[src/rtl/sram_like_arbiter_if.sv]
// SRAM-like bus port: request/payload in one direction, accept, response
// and read data in the other. Used once for each core port and once for
// the shared memory-side port.
interface sram_like_arbiter_if;
    logic        req;
    logic        wr;
    logic [1:0]  size;
    logic [31:0] addr;
    logic [3:0]  wstrb;
    logic [31:0] wdata;
    logic        addr_ok;
    logic        data_ok;
    logic [31:0] rdata;

    modport master (
        output req, wr, size, addr, wstrb, wdata,
        input  addr_ok, data_ok, rdata
    );

    modport slave (
        input  req, wr, size, addr, wstrb, wdata,
        output addr_ok, data_ok, rdata
    );
endinterface

[src/rtl/sram_like_arbiter.sv]
// Shares one SRAM-like memory port between the core's inst and data ports.
// The grant is held while a request waits for addr_ok. An in-order owner
// FIFO remembers which port issued each accepted transaction so that every
// data_ok/rdata is returned to the right master.
module sram_like_arbiter #(
    parameter int unsigned DEPTH     = 4,
    parameter bit          DATA_PRIO = 1'b1
) (
    input  logic                   clock,
    input  logic                   reset,
    sram_like_arbiter_if.slave     inst,
    sram_like_arbiter_if.slave     data,
    sram_like_arbiter_if.master    sram,
    output logic [$clog2(DEPTH):0] outstanding,
    output logic                   proto_err
);
    localparam int unsigned AW = $clog2(DEPTH);

    typedef enum logic { OWN_INST = 1'b0, OWN_DATA = 1'b1 } owner_e;

    owner_e        fifo_q [DEPTH];
    logic [AW-1:0] wptr_q, rptr_q;
    logic [AW:0]   count_q, count_d;
    logic          locked_q, locked_d;
    owner_e        lock_id_q, lock_id_d;
    owner_e        last_q, last_d;
    logic          proto_err_q, proto_err_d;

    owner_e        gnt, head;
    logic          gnt_req, full, empty, push, pop;

    // Pick the grantee: a waiting request keeps the bus, otherwise priority or alternation.
    always_comb begin
        gnt = OWN_INST;
        if (locked_q) begin
            gnt = lock_id_q;
        end else if (inst.req && data.req) begin
            if (DATA_PRIO)
                gnt = OWN_DATA;
            else if (last_q == OWN_DATA)
                gnt = OWN_INST;
            else
                gnt = OWN_DATA;
        end else if (data.req) begin
            gnt = OWN_DATA;
        end
    end

    assign full    = (count_q == (AW+1)'(DEPTH));
    assign empty   = (count_q == '0);
    assign gnt_req = (gnt == OWN_DATA) ? data.req : inst.req;

    // Full blocks from registered state only, so a same-cycle pop never opens the bus.
    assign sram.req   = gnt_req && !full && !reset;
    assign sram.wr    = (gnt == OWN_DATA) ? data.wr    : inst.wr;
    assign sram.size  = (gnt == OWN_DATA) ? data.size  : inst.size;
    assign sram.addr  = (gnt == OWN_DATA) ? data.addr  : inst.addr;
    assign sram.wstrb = (gnt == OWN_DATA) ? data.wstrb : inst.wstrb;
    assign sram.wdata = (gnt == OWN_DATA) ? data.wdata : inst.wdata;

    assign push = sram.req && sram.addr_ok;
    assign pop  = sram.data_ok && !empty && !reset;
    assign head = fifo_q[rptr_q];

    assign inst.addr_ok = push && (gnt == OWN_INST);
    assign data.addr_ok = push && (gnt == OWN_DATA);
    assign inst.data_ok = pop && (head == OWN_INST);
    assign data.data_ok = pop && (head == OWN_DATA);
    assign inst.rdata   = sram.rdata;
    assign data.rdata   = sram.rdata;

    assign outstanding = count_q;
    assign proto_err   = proto_err_q;

    // Next state of the occupancy count, grant lock, alternation bit and error flag.
    always_comb begin
        count_d     = count_q + (AW+1)'(push) - (AW+1)'(pop);
        locked_d    = locked_q;
        lock_id_d   = lock_id_q;
        last_d      = last_q;
        proto_err_d = proto_err_q || (sram.data_ok && empty);
        if (push) begin
            locked_d = 1'b0;
            last_d   = gnt;
        end else if (sram.req) begin
            locked_d  = 1'b1;
            lock_id_d = gnt;
        end
    end

    // Register update; reset drops all in-flight transactions.
    always_ff @(posedge clock) begin
        if (reset) begin
            wptr_q      <= '0;
            rptr_q      <= '0;
            count_q     <= '0;
            locked_q    <= 1'b0;
            lock_id_q   <= OWN_INST;
            last_q      <= OWN_INST;
            proto_err_q <= 1'b0;
        end else begin
            if (push) begin
                fifo_q[wptr_q] <= gnt;
                wptr_q         <= wptr_q + AW'(1);
            end
            if (pop)
                rptr_q <= rptr_q + AW'(1);
            count_q     <= count_d;
            locked_q    <= locked_d;
            lock_id_q   <= lock_id_d;
            last_q      <= last_d;
            proto_err_q <= proto_err_d;
        end
    end
endmodule

[src/flat_wrapper.sv]
// flat-port wrapper written by rule: the top's interface ports become plain ports
module sram_like_arbiter_flat 
#(
    parameter int unsigned DEPTH     = 4,
    parameter bit          DATA_PRIO = 1'b1
)
  (clock, reset, outstanding, proto_err, inst_req, inst_wr, inst_size, inst_addr, inst_wstrb, inst_wdata, inst_addr_ok, inst_data_ok, inst_rdata, data_req, data_wr, data_size, data_addr, data_wstrb, data_wdata, data_addr_ok, data_data_ok, data_rdata, sram_req, sram_wr, sram_size, sram_addr, sram_wstrb, sram_wdata, sram_addr_ok, sram_data_ok, sram_rdata);
  sram_like_arbiter_if inst_i ();
  sram_like_arbiter_if data_i ();
  sram_like_arbiter_if sram_i ();
  input  logic clock;
  input  logic reset;
  output logic [$clog2(DEPTH):0] outstanding;
  output logic proto_err;
  input wire logic [$bits(inst_i.req)-1:0] inst_req;
  input wire logic [$bits(inst_i.wr)-1:0] inst_wr;
  input wire logic [$bits(inst_i.size)-1:0] inst_size;
  input wire logic [$bits(inst_i.addr)-1:0] inst_addr;
  input wire logic [$bits(inst_i.wstrb)-1:0] inst_wstrb;
  input wire logic [$bits(inst_i.wdata)-1:0] inst_wdata;
  output wire logic [$bits(inst_i.addr_ok)-1:0] inst_addr_ok;
  output wire logic [$bits(inst_i.data_ok)-1:0] inst_data_ok;
  output wire logic [$bits(inst_i.rdata)-1:0] inst_rdata;
  input wire logic [$bits(data_i.req)-1:0] data_req;
  input wire logic [$bits(data_i.wr)-1:0] data_wr;
  input wire logic [$bits(data_i.size)-1:0] data_size;
  input wire logic [$bits(data_i.addr)-1:0] data_addr;
  input wire logic [$bits(data_i.wstrb)-1:0] data_wstrb;
  input wire logic [$bits(data_i.wdata)-1:0] data_wdata;
  output wire logic [$bits(data_i.addr_ok)-1:0] data_addr_ok;
  output wire logic [$bits(data_i.data_ok)-1:0] data_data_ok;
  output wire logic [$bits(data_i.rdata)-1:0] data_rdata;
  output wire logic [$bits(sram_i.req)-1:0] sram_req;
  output wire logic [$bits(sram_i.wr)-1:0] sram_wr;
  output wire logic [$bits(sram_i.size)-1:0] sram_size;
  output wire logic [$bits(sram_i.addr)-1:0] sram_addr;
  output wire logic [$bits(sram_i.wstrb)-1:0] sram_wstrb;
  output wire logic [$bits(sram_i.wdata)-1:0] sram_wdata;
  input wire logic [$bits(sram_i.addr_ok)-1:0] sram_addr_ok;
  input wire logic [$bits(sram_i.data_ok)-1:0] sram_data_ok;
  input wire logic [$bits(sram_i.rdata)-1:0] sram_rdata;
  assign inst_i.req = inst_req;
  assign inst_i.wr = inst_wr;
  assign inst_i.size = inst_size;
  assign inst_i.addr = inst_addr;
  assign inst_i.wstrb = inst_wstrb;
  assign inst_i.wdata = inst_wdata;
  assign inst_addr_ok = inst_i.addr_ok;
  assign inst_data_ok = inst_i.data_ok;
  assign inst_rdata = inst_i.rdata;
  assign data_i.req = data_req;
  assign data_i.wr = data_wr;
  assign data_i.size = data_size;
  assign data_i.addr = data_addr;
  assign data_i.wstrb = data_wstrb;
  assign data_i.wdata = data_wdata;
  assign data_addr_ok = data_i.addr_ok;
  assign data_data_ok = data_i.data_ok;
  assign data_rdata = data_i.rdata;
  assign sram_req = sram_i.req;
  assign sram_wr = sram_i.wr;
  assign sram_size = sram_i.size;
  assign sram_addr = sram_i.addr;
  assign sram_wstrb = sram_i.wstrb;
  assign sram_wdata = sram_i.wdata;
  assign sram_i.addr_ok = sram_addr_ok;
  assign sram_i.data_ok = sram_data_ok;
  assign sram_i.rdata = sram_rdata;
  sram_like_arbiter #(.DEPTH(DEPTH), .DATA_PRIO(DATA_PRIO)) u_core (.clock(clock), .reset(reset), .inst(inst_i), .data(data_i), .sram(sram_i), .outstanding(outstanding), .proto_err(proto_err));
endmodule
[config.mk]
export PLATFORM = sky130hd
export DESIGN_NAME = sram_like_arbiter_flat
export DESIGN_NICKNAME = d
export VERILOG_FILES = /design/src/rtl/sram_like_arbiter_if.sv /design/src/rtl/sram_like_arbiter.sv /design/src/flat_wrapper.sv
export SDC_FILE = /design/constraint.sdc
export NUM_CORES = 1
export LEC_CHECK = 0
export ABC_AREA = 0
export ABC_CLOCK_PERIOD_IN_PS = 5100
export BUFFER_PORTS_ARGS = -buffer_cell sky130_fd_sc_hd__buf_2
export CORE_AREA = 2 2 124 126
export DETAILED_ROUTE_END_ITERATION = 6
export DIE_AREA = 0 0 126 128
export GPL_ROUTABILITY_DRIVEN = 0
export SLEW_MARGIN = 20
export SYNTH_ARGS = -nofsm -noshare
export SYNTH_HDL_FRONTEND = slang
export SYNTH_SLANG_ARGS = --single-unit
export TNS_END_PERCENT = 20
[constraint.sdc]
create_clock -name clock -period 5.1 [get_ports clock]
set_input_delay 0.765 -clock clock [delete_from_list [all_inputs] [get_ports clock]]
set_output_delay 0.765 -clock clock [all_outputs]
set_load 0.01 [all_outputs]
### Yosys cells after proc, flatten, opt, wreduce, memory -nomap -nowiden

Memories as Yosys holds them, arrays and structs flattened. A register that Yosys moved wholly into a read port is not among the register bits.
Index checks and enable logic that the tools add are counted.

* $mul: 0
* add/sub/neg operators: 4
* equality and inequality tests: 1
* shift-type cells: 0
* bitwise logic cells: 3
* mux-type cells: 14
* reduce and logical (&&, ||, !) cells: 18
* div/mod/pow operators: 0
* order comparisons: 0

Operators by type and width (number)
* $mux 32: 2
* $logic_and 1x1->1: 11
* $mux 1: 8
* $mux 2: 3
* $add 2x1->2 const B: 2
* $mux 4: 1
* $add 3x1->3: 1
* $eq 3x3->1 const B: 1
* $logic_not 1->1: 3
* $logic_not 3->1: 1
* $not 1->1: 3
* $sub 3x1->3: 1
* $reduce_and 2->1: 1
* $reduce_or 2->1: 1
* $logic_or 1x1->1: 1

* output and inout bits: 144
* ROM bits: 0
* latch bits: 0
* memories kept: 1
* word-level logic and storage cells: 47
* flip-flop bits (word level): 10
* bits in writable memories: 4

Memory list
* u_core.fifo_q: depth 4, width 1, rd ports 1, clocked after memory_dff 1, write ports 1, RTL line sram_like_arbiter.sv:21 `owner_e fifo_q [DEPTH];`

### Logic depth before layout (Yosys ltp)

Gate-level depths: netlist of the first run.

* depth after elaboration: 10
* depth in mapped cells: 8
* depth with buffers taken out: 8

### Worst setup path after synthesis of the first run

Ideal clock, no wire load.

* path type: input port to output port
* start point: in data_req
* end point: out sram_wdata[4]
* arrival: 1627 ps
* required time: 4335 ps
* stages: 3
* slack: 2708 ps
* path through: mux2i_4 -> buf_2 -> mux2_1

* longest elaborated chain between the ends: 4
* elaborated cells between the ends (all ways): 5

RTL lines
* start: declaration: RTL line flat_wrapper.sv:24 `input wire logic [$bits(data_i.req)-1:0] data_req;`
* $mux 1 / $logic_and 1x1->1 (equally long branches): RTL line sram_like_arbiter.sv:44, sram_like_arbiter.sv:37
* $mux 1 *: RTL line sram_like_arbiter.sv:37 `end else if (inst.req && data.req) begin`
* $mux 1 *: RTL line sram_like_arbiter.sv:35 `if (locked_q) begin`
* $mux 32 *: RTL line sram_like_arbiter.sv:59 `assign sram.wdata = (gnt == OWN_DATA) ? data.wdata : inst.wdata;`
* end: declaration: RTL line flat_wrapper.sv:38 `output wire logic [$bits(sram_i.wdata)-1:0] sram_wdata;`

Every way passes the cells marked *; elsewhere a longest branch is shown, timed or not.

### Worst setup path after layout of the first run

* start point: in data_req
* end point: out sram_addr[30]

* longest elaborated chain between the ends: 4
* elaborated cells between the ends (all ways): 5

RTL lines
* $mux 1 / $logic_and 1x1->1 (equally long branches): RTL line sram_like_arbiter.sv:44, sram_like_arbiter.sv:37
* $mux 1 *: RTL line sram_like_arbiter.sv:37
* $mux 1 *: RTL line sram_like_arbiter.sv:35
* $mux 32 *: RTL line sram_like_arbiter.sv:57 `assign sram.addr = (gnt == OWN_DATA) ? data.addr : inst.addr;`
* end: declaration: RTL line flat_wrapper.sv:36 `output wire logic [$bits(sram_i.addr)-1:0] sram_addr;`

Marked as above.

==> results of run 1 <==
worst reg2reg max path, cell delays in order (launching register included):
cell     delay, ps
dfxtp_1        390
nor3b_2        440
nor3b_1        140
nor3b_2        210
ha_1           220
fa_1           370
xnor2_1        160
nor2_1          50
cell usage in the layout (no fill, tap or decap), types with 4 or more instances in the layout:
cell type	n
mux2_1	5
dfxtp_1	12
buf_2	227
mux2_2	66
buf_4	4
nor2_1	11
and2_1	5
edfxtp_1	4
inv_1	7
ha_1	6
cells by family (layout without fill, tap and decap cells):
logic type | count (synthesis) | after routing | synth area share [%]
buffers and inverters | 79 | 243 | 25.3
muxes | 77 | 77 | 41.2
and+or+nand+nor | 36 | 36 | 10.5
DFF | 16 | 16 | 16.7
adders and majority gates | 7 | 7 | 4.41
xor gates and xnor gates | 4 | 4 | 1.62
AOI/OAI and AO/OA | 1 | 1 | 0.232
cell type report:
class | count | share of cell area [%]
Clock buffer | 3 | 2.39
Clock inverter | 1 | 0.120
Inverter | 7 | 0.837
Multi-Input combinational cell | 125 | 39.9
Sequential cell | 16 | 11.5
Tap cell | 188 | 7.50
Timing Repair Buffer | 232 | 37.8
power groups by stage:
stage	combinational [mW]	sequential [mW]	clock, mW
2_1_floorplan	0.319	0.182	0
3_3_place_gp	0.472	0.183	0
3_5_place_dp	0.474	0.182	0
4_1_cts	0.479	0.180	0.152
5_1_grt	0.513	0.183	0.157
6_report	0.471	0.180	0.148
layer usage:
layer	part of all wire, %	GRT usage (%)	up-vias	wire, um
met4	0.32	0.905	0	30
li1	-	-	1014	-
met3	12	4.42	2	1070
met5	0	0	-	0
met1	44	14.6	955	4040
met2	44	16.5	183	4110
final timing paths:
path	to	slack (ps)	depth (start not counted)
worst min-delay path	u_core.proto_err	460	2
worst max-delay path	sram_addr[30]	1800	5
worst min register to register	u_core.proto_err	460	2
worst max register to register	u_core.outstanding[2]	3000	7
stage by stage:
step / instance area, um^2 / total power, mW / utilization, %
finish: 3140 / 0.799 / 21.1
global route: 3140 / 0.853 / 21.1
CTS: 3140 / 0.812 / 21.1
detailed placement: 3060 / 0.656 / 20.6
global placement: 3060 / 0.654 / 20.6
floorplan: 2160 / 0.501 / -
==> reports/results.ini, run 1 <==
[run_status]
status = complete, no violations

[global_route]
grt_pass1_vias = 2207
antenna_found_initial = 2
track_usage_pct = 10.7
grt_max_degree = 31
grt.overflow.total = 0
grt_pass1_wl_mm = 13.2

[setup_path]
critPathLaunchType = input port
criticalPathCategory = input port to output pin
crit_buf_inv = 3
cp_cell_sequence = buf_2 > mux2i_4 > buf_4 > mux2_2 > buf_2
slowest_stage = mux2i_4
crit_path_max_incr_delay_ps = 760
r2r_start = u_core.outstanding[2]
end_kind = output pin
arrival_ps = 2540
crit_path_start = data_req
cp.required_ps = 4340
worstPathMaxFanout = 25
timing.critical_path.mode_cell = buf_2
critPathTopFamily = multiplexers

[finish]
area_growth_pct = 45.5
n_antenna_cell = 0
drive_above_1_share_pct = 80.2
nets = 572
final_cell_count_no_fill = 572
multi_input_area_um2 = 1250
seqCellArea_um2 = 360
fillers = 1715

[floorplan]
start_util_pct = 14.5
num_rows = 45
die_w_um = 126
io_pins = 324
fp.coreArea_um2 = 14900
die_y_um = 128
dieArea_um2 = 16100

[sta]
setup_viol = 0
rsz0062_at_grt = no
relSlewSlack_pct = 34.0
max_freq_ghz = 0.303
tns_ps = 0
report.final.hold_viol_count = 0
period_minus_slack_ps = 3300
slew_viol_final = 0
finalCritPeriodShare_pct = 64.8
whs_ps = 457
worst_pin_slew_ps = 969
fin_worst_skew_ps = 1.45
fin_ws_ps = 1800

[cts]
cts_tree = built
cts_buffer_depth = 2
htreeDepth = 1
cts_hold_buf = 0
path_clk_slew_ps = 50
clockRootBuffer = clkbuf_16
cts_resized = 0
postCtsSetupBuffers = 0
cts.sinks = 16
clock_latency_ps = 240
cts_buffers = 3

[power]
leakagePower_nw = 1.60
powerDensity_nw_per_um2 = 255
ir_worst_vdd_uv = 117
seq_power_share_pct = 22.5
combPwrFrac_pct = 59.0
clkPwrFrac_pct = 18.6
p_int_mw = 0.504
power.switching_mw = 0.295
sw_frac_of_total_pct = 37.0

[route]
drtPass1Iterations = 4
drt-initial-drc-count = 78
wirelength_mm = 9.26
viasPerCell = 3.77
wl_per_cell_um = 16.2
drcViolationCount = 0
vias = 2154
drtAntennaViolNets = 0

[logic_synthesis]
synthDistinctLibCells = 31
synth_nets = 407
synth.avg_cell_area_um2 = 9.80
synthTopCellsByCount = mux2_2 (66), buf_4 (64), dfxtp_1 (12)
ys_seq_area_share_pct = 16.7
synthFlopType = dfxtp_1
synth-seq-cells = 16
yosysTopAreaCellShare_pct = 34.5
syn-instance-count = 220
synth_area_leaders = mux2_2 (34%), buf_4 (22%), dfxtp_1 (11%)
yosys_warnings = 0
async_flop_share_pct = 0
yosysMostFrequentCell = mux2_2
synth-edff-count = 4
synth_top_cell_by_area = mux2_2
syn_area_um2 = 2160

[placed_design]
pre_cts_ws_ps = 1770
dp.final_hpwl_mm = 8.33
port_buffers = 227
place_inst = 568

[worst_hold_path]
hold_path.class = register to register
worstHoldStart = u_core.proto_err

[job]
max-cap-violations = 0

Power figures use the tool's default switching activity.
==> run 2, diff against run 1 <==
Settings changed: ABC_CLOCK_PERIOD_IN_PS 5100 to 2950, CORE_AREA 2 2 124 126 to 2 2 127 129, DIE_AREA 0 0 126 128 to 0 0 129 131.
Clock period 5.1 ns to 2.95 ns, I/O delays scaled along.
==> run 2 against run 1 <==
Net effect: global-route usage down 1.0 points; final cell count up 4.4%; combinational power up 66%; critical path depth down 1; via count up 0.14%; sequential cell count unchanged; non-clock buffer count down 4; count of clock-buffer cells in the layout unchanged; core utilization down 0.94 points; sequential power up 72%.
==> reports/results.ini, run 2 (synthesized netlist as in run 1, its figures left out) <==
[power]
powerDensity_nw_per_um2 = 430  ; was 255 nW/um^2
leakagePower_nw = 1.58  ; was 1.60 nW
ir_worst_vdd_uv = 193  ; was 117 uV

[finish]
fillers = 1779  ; was 1715
nets = 568  ; was 572
multi_input_area_um2 = 1250  ; unchanged
drive_above_1_share_pct = 80.0  ; was 80.2%
area_growth_pct = 45.8  ; was 45.5%
final_cell_count_no_fill = 597  ; was 572
layout_common_cells = buf_2 (227), mux2_2 (66), dfxtp_1 (12)  ; unchanged
stdcell_area_um2 = 3150  ; was 3140 um^2
mostFrequentLayoutCell = buf_2  ; unchanged
seqCellArea_um2 = 360  ; unchanged

[sta]
max_freq_ghz = 0.409
fin_worst_skew_ps = 4.88  ; was 1.45 ps
worst_pin_slew_ps = 477  ; was 969 ps
finalCritPeriodShare_pct = 82.8
relSlewSlack_pct = 68.1  ; was 34.0%
rsz0062_at_grt = no  ; unchanged
setup_viol = 0  ; unchanged
tns_ps = 0  ; unchanged
report.final.hold_viol_count = 0  ; unchanged
slew_viol_final = 0  ; unchanged
period_minus_slack_ps = 2440

[cts]
cts_tree = built  ; unchanged
cts_buffer_depth = 2  ; unchanged
postCtsSetupBuffers = 0  ; unchanged
cts_buffers = 3  ; unchanged
clock_latency_ps = 250  ; was 240 ps
path_clk_slew_ps = 50  ; about the same
clockRootBuffer = clkbuf_16  ; unchanged
cts_hold_buf = 0  ; unchanged
htreeDepth = 1  ; unchanged
cts.sinks = 16  ; unchanged
cts_resized = 0  ; unchanged

[setup_path]
arrival_ps = 2000  ; was 2540 ps
crit_buf_inv = 2  ; was 3
critPathTopFamily = multiplexers  ; unchanged
slowest_stage = mux2_1  ; was mux2i_4
end_kind = output pin  ; unchanged
cp.required_ps = 2510  ; was 4340 ps
worstPathMaxFanout = 73  ; was 25
cp_cell_sequence = mux2i_4 > buf_12 > mux2_1 > buf_2  ; was buf_2 > mux2i_4 > buf_4 > mux2_2 > buf_2
crit_path_max_incr_delay_ps = 460  ; was 760 ps
critPathLaunchType = register  ; was input port
criticalPathCategory = register to output pin  ; was input port to output pin

[global_route]
grt_pass1_vias = 1987  ; was 2207
grt_pass1_wl_mm = 12.1  ; was 13.2 mm
grt_max_degree = 74  ; was 31
grt.overflow.total = 0  ; unchanged
track_usage_pct = 9.70  ; was 10.7%
antenna_found_initial = 5  ; was 2

[floorplan]
io_pins = 324  ; unchanged
die_y_um = 131  ; was 128 um
start_util_pct = 13.8  ; was 14.5%
die_w_um = 129  ; was 126 um
fp.coreArea_um2 = 15600  ; was 14900 um^2
dieArea_um2 = 16900  ; was 16100 um^2
num_rows = 46  ; was 45

[route]
viasPerCell = 3.61  ; was 3.77
drtPass1Iterations = 4  ; unchanged
wirelength_mm = 8.95  ; was 9.26 mm
vias = 2157  ; was 2154
drtAntennaViolNets = 0  ; unchanged
drcViolationCount = 0  ; unchanged
wl_per_cell_um = 15.0  ; was 16.2 um
drt-initial-drc-count = 66  ; was 78

[placed_design]
place_inst = 592  ; was 568
dp.final_hpwl_mm = 7.93  ; was 8.33 mm
placed_area_um2 = 3060  ; about the same
port_buffers = 227  ; unchanged

[run_status]
status = complete, no violations  ; unchanged

[job]
max-cap-violations = 0  ; unchanged

[worst_hold_path]
hold_path.class = register to register  ; unchanged

run 2: through the flow:
step	hold slack [ps]	power [mW]	setup slack, ps	util, %
3_3_place_gp	465	1.10	672	19.6
4_1_cts	483	1.38	456	20.2
3_5_place_dp	474	1.10	670	19.6
5_1_grt	512	1.45	385	20.2
6_report	478	1.35	507	20.2
2_1_floorplan	481	0.866	995	-
run 2: final timing paths:
check | cells after the start | from | end | slack, ps
worst min-delay path | 2 | u_core.proto_err | u_core.proto_err | 480
worst max register to register | 7 | u_core.outstanding[2] | u_core.outstanding[2] | 870
worst min register to register | 2 | u_core.proto_err | u_core.proto_err | 480
worst max-delay path | 4 | u_core.locked_q | sram_addr[0] | 510
run 2: cell type report:
class / instances / share of cell area [%]
diodes: 1 / 0.0796
clock buffers: 3 / 2.39
clock inverters: 1 / 0.119
inverters: 7 / 0.835
multi-input cells: 125 / 39.8
flip-flops and latches: 16 / 11.5
well taps: 216 / 8.59
repair buffers: 228 / 36.8
run 2: routing by layer:
layer	global-route usage, %	share of wire, %
met1	11.0	37
met4	1.34	0.64
met5	0	0.34
met3	5.05	12
met2	16.7	50
run 2: where the power goes:
| part | switching (mW) | total, mW | internal, mW | leakage, nW |
|---|---|---|---|---|
| clock network | 0.0851 | 0.265 | 0.180 | 0.0385 |
| registers | 0.0393 | 0.309 | 0.270 | 0.135 |
| logic | 0.371 | 0.780 | 0.408 | 1.41 |
run 2: worst register-to-register path: stages (launching register included):
cell	delay, ps
dfxtp_1	400
nor3b_2	440
nor3b_1	130
nor3b_2	210
ha_1	220
fa_1	380
xnor2_1	160
nor2_1	50
==> run 3, diff against run 2 <==
Settings changed: ABC_AREA 0 to 1, ABC_CLOCK_PERIOD_IN_PS 2950 to 2200, CORE_AREA 2 2 127 129 to 2 2 124 126, DIE_AREA 0 0 129 131 to 0 0 126 128.
Clock period 2.95 ns to 2.2 ns, I/O delays scaled along.
==> run 3 against run 2 <==
Net effect: power up 47%; via count up 28%; sequential power rose by 37%; combinational power grew 50%.
==> reports/results.ini, run 3 <==
[setup_path]
r2r.worst_path.cells = 10  ; was 7
end_kind = register  ; was output pin
cp_cell_sequence = nor2_4 > nand2_1 > nand2_1 > nor2_1 > ha_1 > inv_1 > ha_1 > fa_1 > or2_2 > a21oi_2  ; was mux2i_4 > buf_12 > mux2_1 > buf_2
crit_path_max_incr_delay_ps = 380  ; was 460 ps
arrival_ps = 2280  ; was 2000 ps
critPathLaunchType = register  ; unchanged
worstPathMaxFanout = 4  ; was 73
cp.required_ps = 2390  ; was 2510 ps
slowest_stage = fa_1  ; was mux2_1
criticalPathCategory = register to register  ; was register to output pin
reg2reg_slack_ps = 110  ; was 870 ps

[sta]
relSlewSlack_pct = 70.2  ; was 68.1%
whs_ps = 360  ; was 478 ps
setup_viol = 0  ; unchanged
period_minus_slack_ps = 2090
tns_ps = 0  ; unchanged
worst_pin_slew_ps = 447  ; was 477 ps
max_freq_ghz = 0.478
finalCritPeriodShare_pct = 95.1
fin_worst_skew_ps = 1.30  ; was 4.88 ps
fin_ws_ps = 107  ; was 507 ps
report.final.hold_viol_count = 0  ; unchanged
slew_viol_final = 0  ; unchanged

[finish]
final_util_pct = 21.4  ; was 20.2%
drive_above_1_share_pct = 45.8  ; was 80.0%
mostFrequentLayoutCell = buf_2  ; unchanged
n_antenna_cell = 0  ; was 1
nets = 738  ; was 568
layout_common_cells = buf_2 (227), nand2_1 (224), inv_1 (21)  ; was buf_2 (227), mux2_2 (66), dfxtp_1 (12)
area_growth_pct = 40.3  ; was 45.8%

[route]
wl_per_cell_um = 10.7  ; was 15.0 um
drtPass1Iterations = 4  ; unchanged
wirelength_mm = 7.90  ; was 8.95 mm
vias = 2757  ; was 2157
drt-initial-drc-count = 81  ; was 66
viasPerCell = 3.74  ; was 3.61
drtAntennaViolNets = 0  ; unchanged
drcViolationCount = 0  ; unchanged

[global_route]
antenna_found_initial = 0  ; was 5
track_usage_pct = 8.58  ; was 9.70%
grt_pass1_wl_mm = 11.2  ; was 12.1 mm
grt_max_degree = 48  ; was 74
grt.overflow.total = 0  ; unchanged
grt_pass1_vias = 2367  ; was 1987

[cts]
postCtsSetupBuffers = 0  ; unchanged
cts_tree = built  ; unchanged
cts_resized = 0  ; unchanged
clock_latency_ps = 250  ; about the same
clockRootBuffer = clkbuf_16  ; unchanged
cts_buffer_depth = 2  ; unchanged
cts_hold_buf = 0  ; unchanged
htreeDepth = 1  ; unchanged
cts_buffers = 3  ; unchanged
path_clk_slew_ps = 50  ; about the same
cts.sinks = 16  ; unchanged

[floorplan]
num_rows = 45  ; was 46
start_util_pct = 15.3  ; was 13.8%
fp.coreArea_um2 = 14900  ; was 15600 um^2
die_w_um = 126  ; was 129 um
dieArea_um2 = 16100  ; was 16900 um^2
die_y_um = 128  ; was 131 um
io_pins = 324  ; unchanged

[placed_design]
port_buffers = 227  ; unchanged
pre_cts_ws_ps = 57.1  ; was 670 ps
dp.final_hpwl_mm = 6.64  ; was 7.93 mm

[logic_synthesis]
synth_top_cell_by_area = nand2_1  ; was mux2_2
yosysMostFrequentCell = nand2_1  ; was mux2_2
synthFlopType = dfxtp_1  ; unchanged
synth_nets = 581  ; was 407
syn_area_um2 = 2270  ; was 2160 um^2
synthDistinctLibCells = 28  ; was 31
ys_seq_area_share_pct = 15.9  ; was 16.7%
synth-edff-count = 4  ; unchanged
yosysTopAreaCellShare_pct = 37.0  ; was 34.5%
synth-seq-cells = 16  ; unchanged
synthTopCellsByCount = nand2_1 (224), buf_4 (72), inv_1 (21)  ; was mux2_2 (66), buf_4 (64), dfxtp_1 (12)
async_flop_share_pct = 0  ; unchanged
synth.avg_cell_area_um2 = 5.76  ; was 9.80 um^2
yosys_warnings = 0  ; unchanged
syn-instance-count = 394  ; was 220
synth_area_leaders = nand2_1 (37%), buf_4 (24%), dfxtp_1 (11%)  ; was mux2_2 (34%), buf_4 (22%), dfxtp_1 (11%)

[job]
max-cap-violations = 0  ; unchanged

[power]
leakagePower_nw = 2.01  ; was 1.58 nW
ir_worst_vdd_uv = 281  ; was 193 uV
total_power_mw = 1.99  ; was 1.35 mW
powerDensity_nw_per_um2 = 625  ; was 430 nW/um^2

[run_status]
status = complete, no violations  ; unchanged

[worst_hold_path]
hold_depth = 2  ; unchanged
hold_path.class = input port to register  ; was register to register

-- run 3: cell types whose count changed in the layout (fill, tap and decap cells not counted), sizes merged, moves of 3 or more --
cell,delta
a21oi,+6
and2,-5
buf,+4
inv,+16
mux2,-72
mux2i,-4
nand2,+226
nand3,+5
nor2,+8
nor2b,-3
nor3b,-4
-- run 3: power by group --
part	switching (mW)	total (mW)	leakage, nW	internal [mW]
registers	0.0547	0.422	0.135	0.367
clock network	0.119	0.396	0.0442	0.277
logic	0.684	1.17	1.83	0.489
-- run 3: worst max-delay path, delay by kind of cell, from the launching register on --
family	cells	cell delay, ps
fa+ha+maj	3	850
simple gates	5	700
flops	1	340
compound gates	1	110
buf+inv	1	40
-- run 3: area by class of cell --
class,count,area (um^2)
multi-input combinational,274,1210
clock buffer,4,88.8
inverter,24,93.8
fill,1730,11700
sequential,16,362
tap,188,235
timing repair buffer,232,1200
-- run 3: stage by stage --
| step | cell area (um^2) | instances |
|---|---|---|
| finish | 3180 | 738 |
| floorplan | 2270 | 394 |
| global route | 3180 | 738 |
| detailed placement | 3090 | 734 |
| CTS | 3170 | 738 |
| global placement | 3090 | 734 |
-- run 3: kinds of logic (layout without fill, tap and decap cells) --
kind of cell	Yosys count	in the layout	synth area share [%]
AOI/OAI and AO/OA	9	9	2.15
buffers and inverters	104	260	31.4
DFF	16	16	15.9
and+or+nand+nor	256	256	45.6
xor gates and xnor gates	2	2	0.772
adders and majority gates	7	7	4.19
-- run 3: final timing paths --
| path | from | to |
|---|---|---|
| max | u_core.outstanding[1] | u_core.outstanding[2] |
| min | reset | u_core.outstanding[2] |
| max reg2reg | u_core.outstanding[1] | u_core.outstanding[2] |
| min reg2reg | u_core.proto_err | u_core.proto_err |
-- run 3: per-layer routing --
| layer | track usage (%) | wire, um | vias to the layer above |
|---|---|---|---|
| met3 | 1.92 | 766 | 45 |
| met2 | 14.2 | 3480 | 159 |
| li1 | - | - | 1422 |
| met1 | 10.4 | 3310 | 1131 |
| met4 | 4.52 | 334 | 0 |
| met5 | 0 | 0 | - |
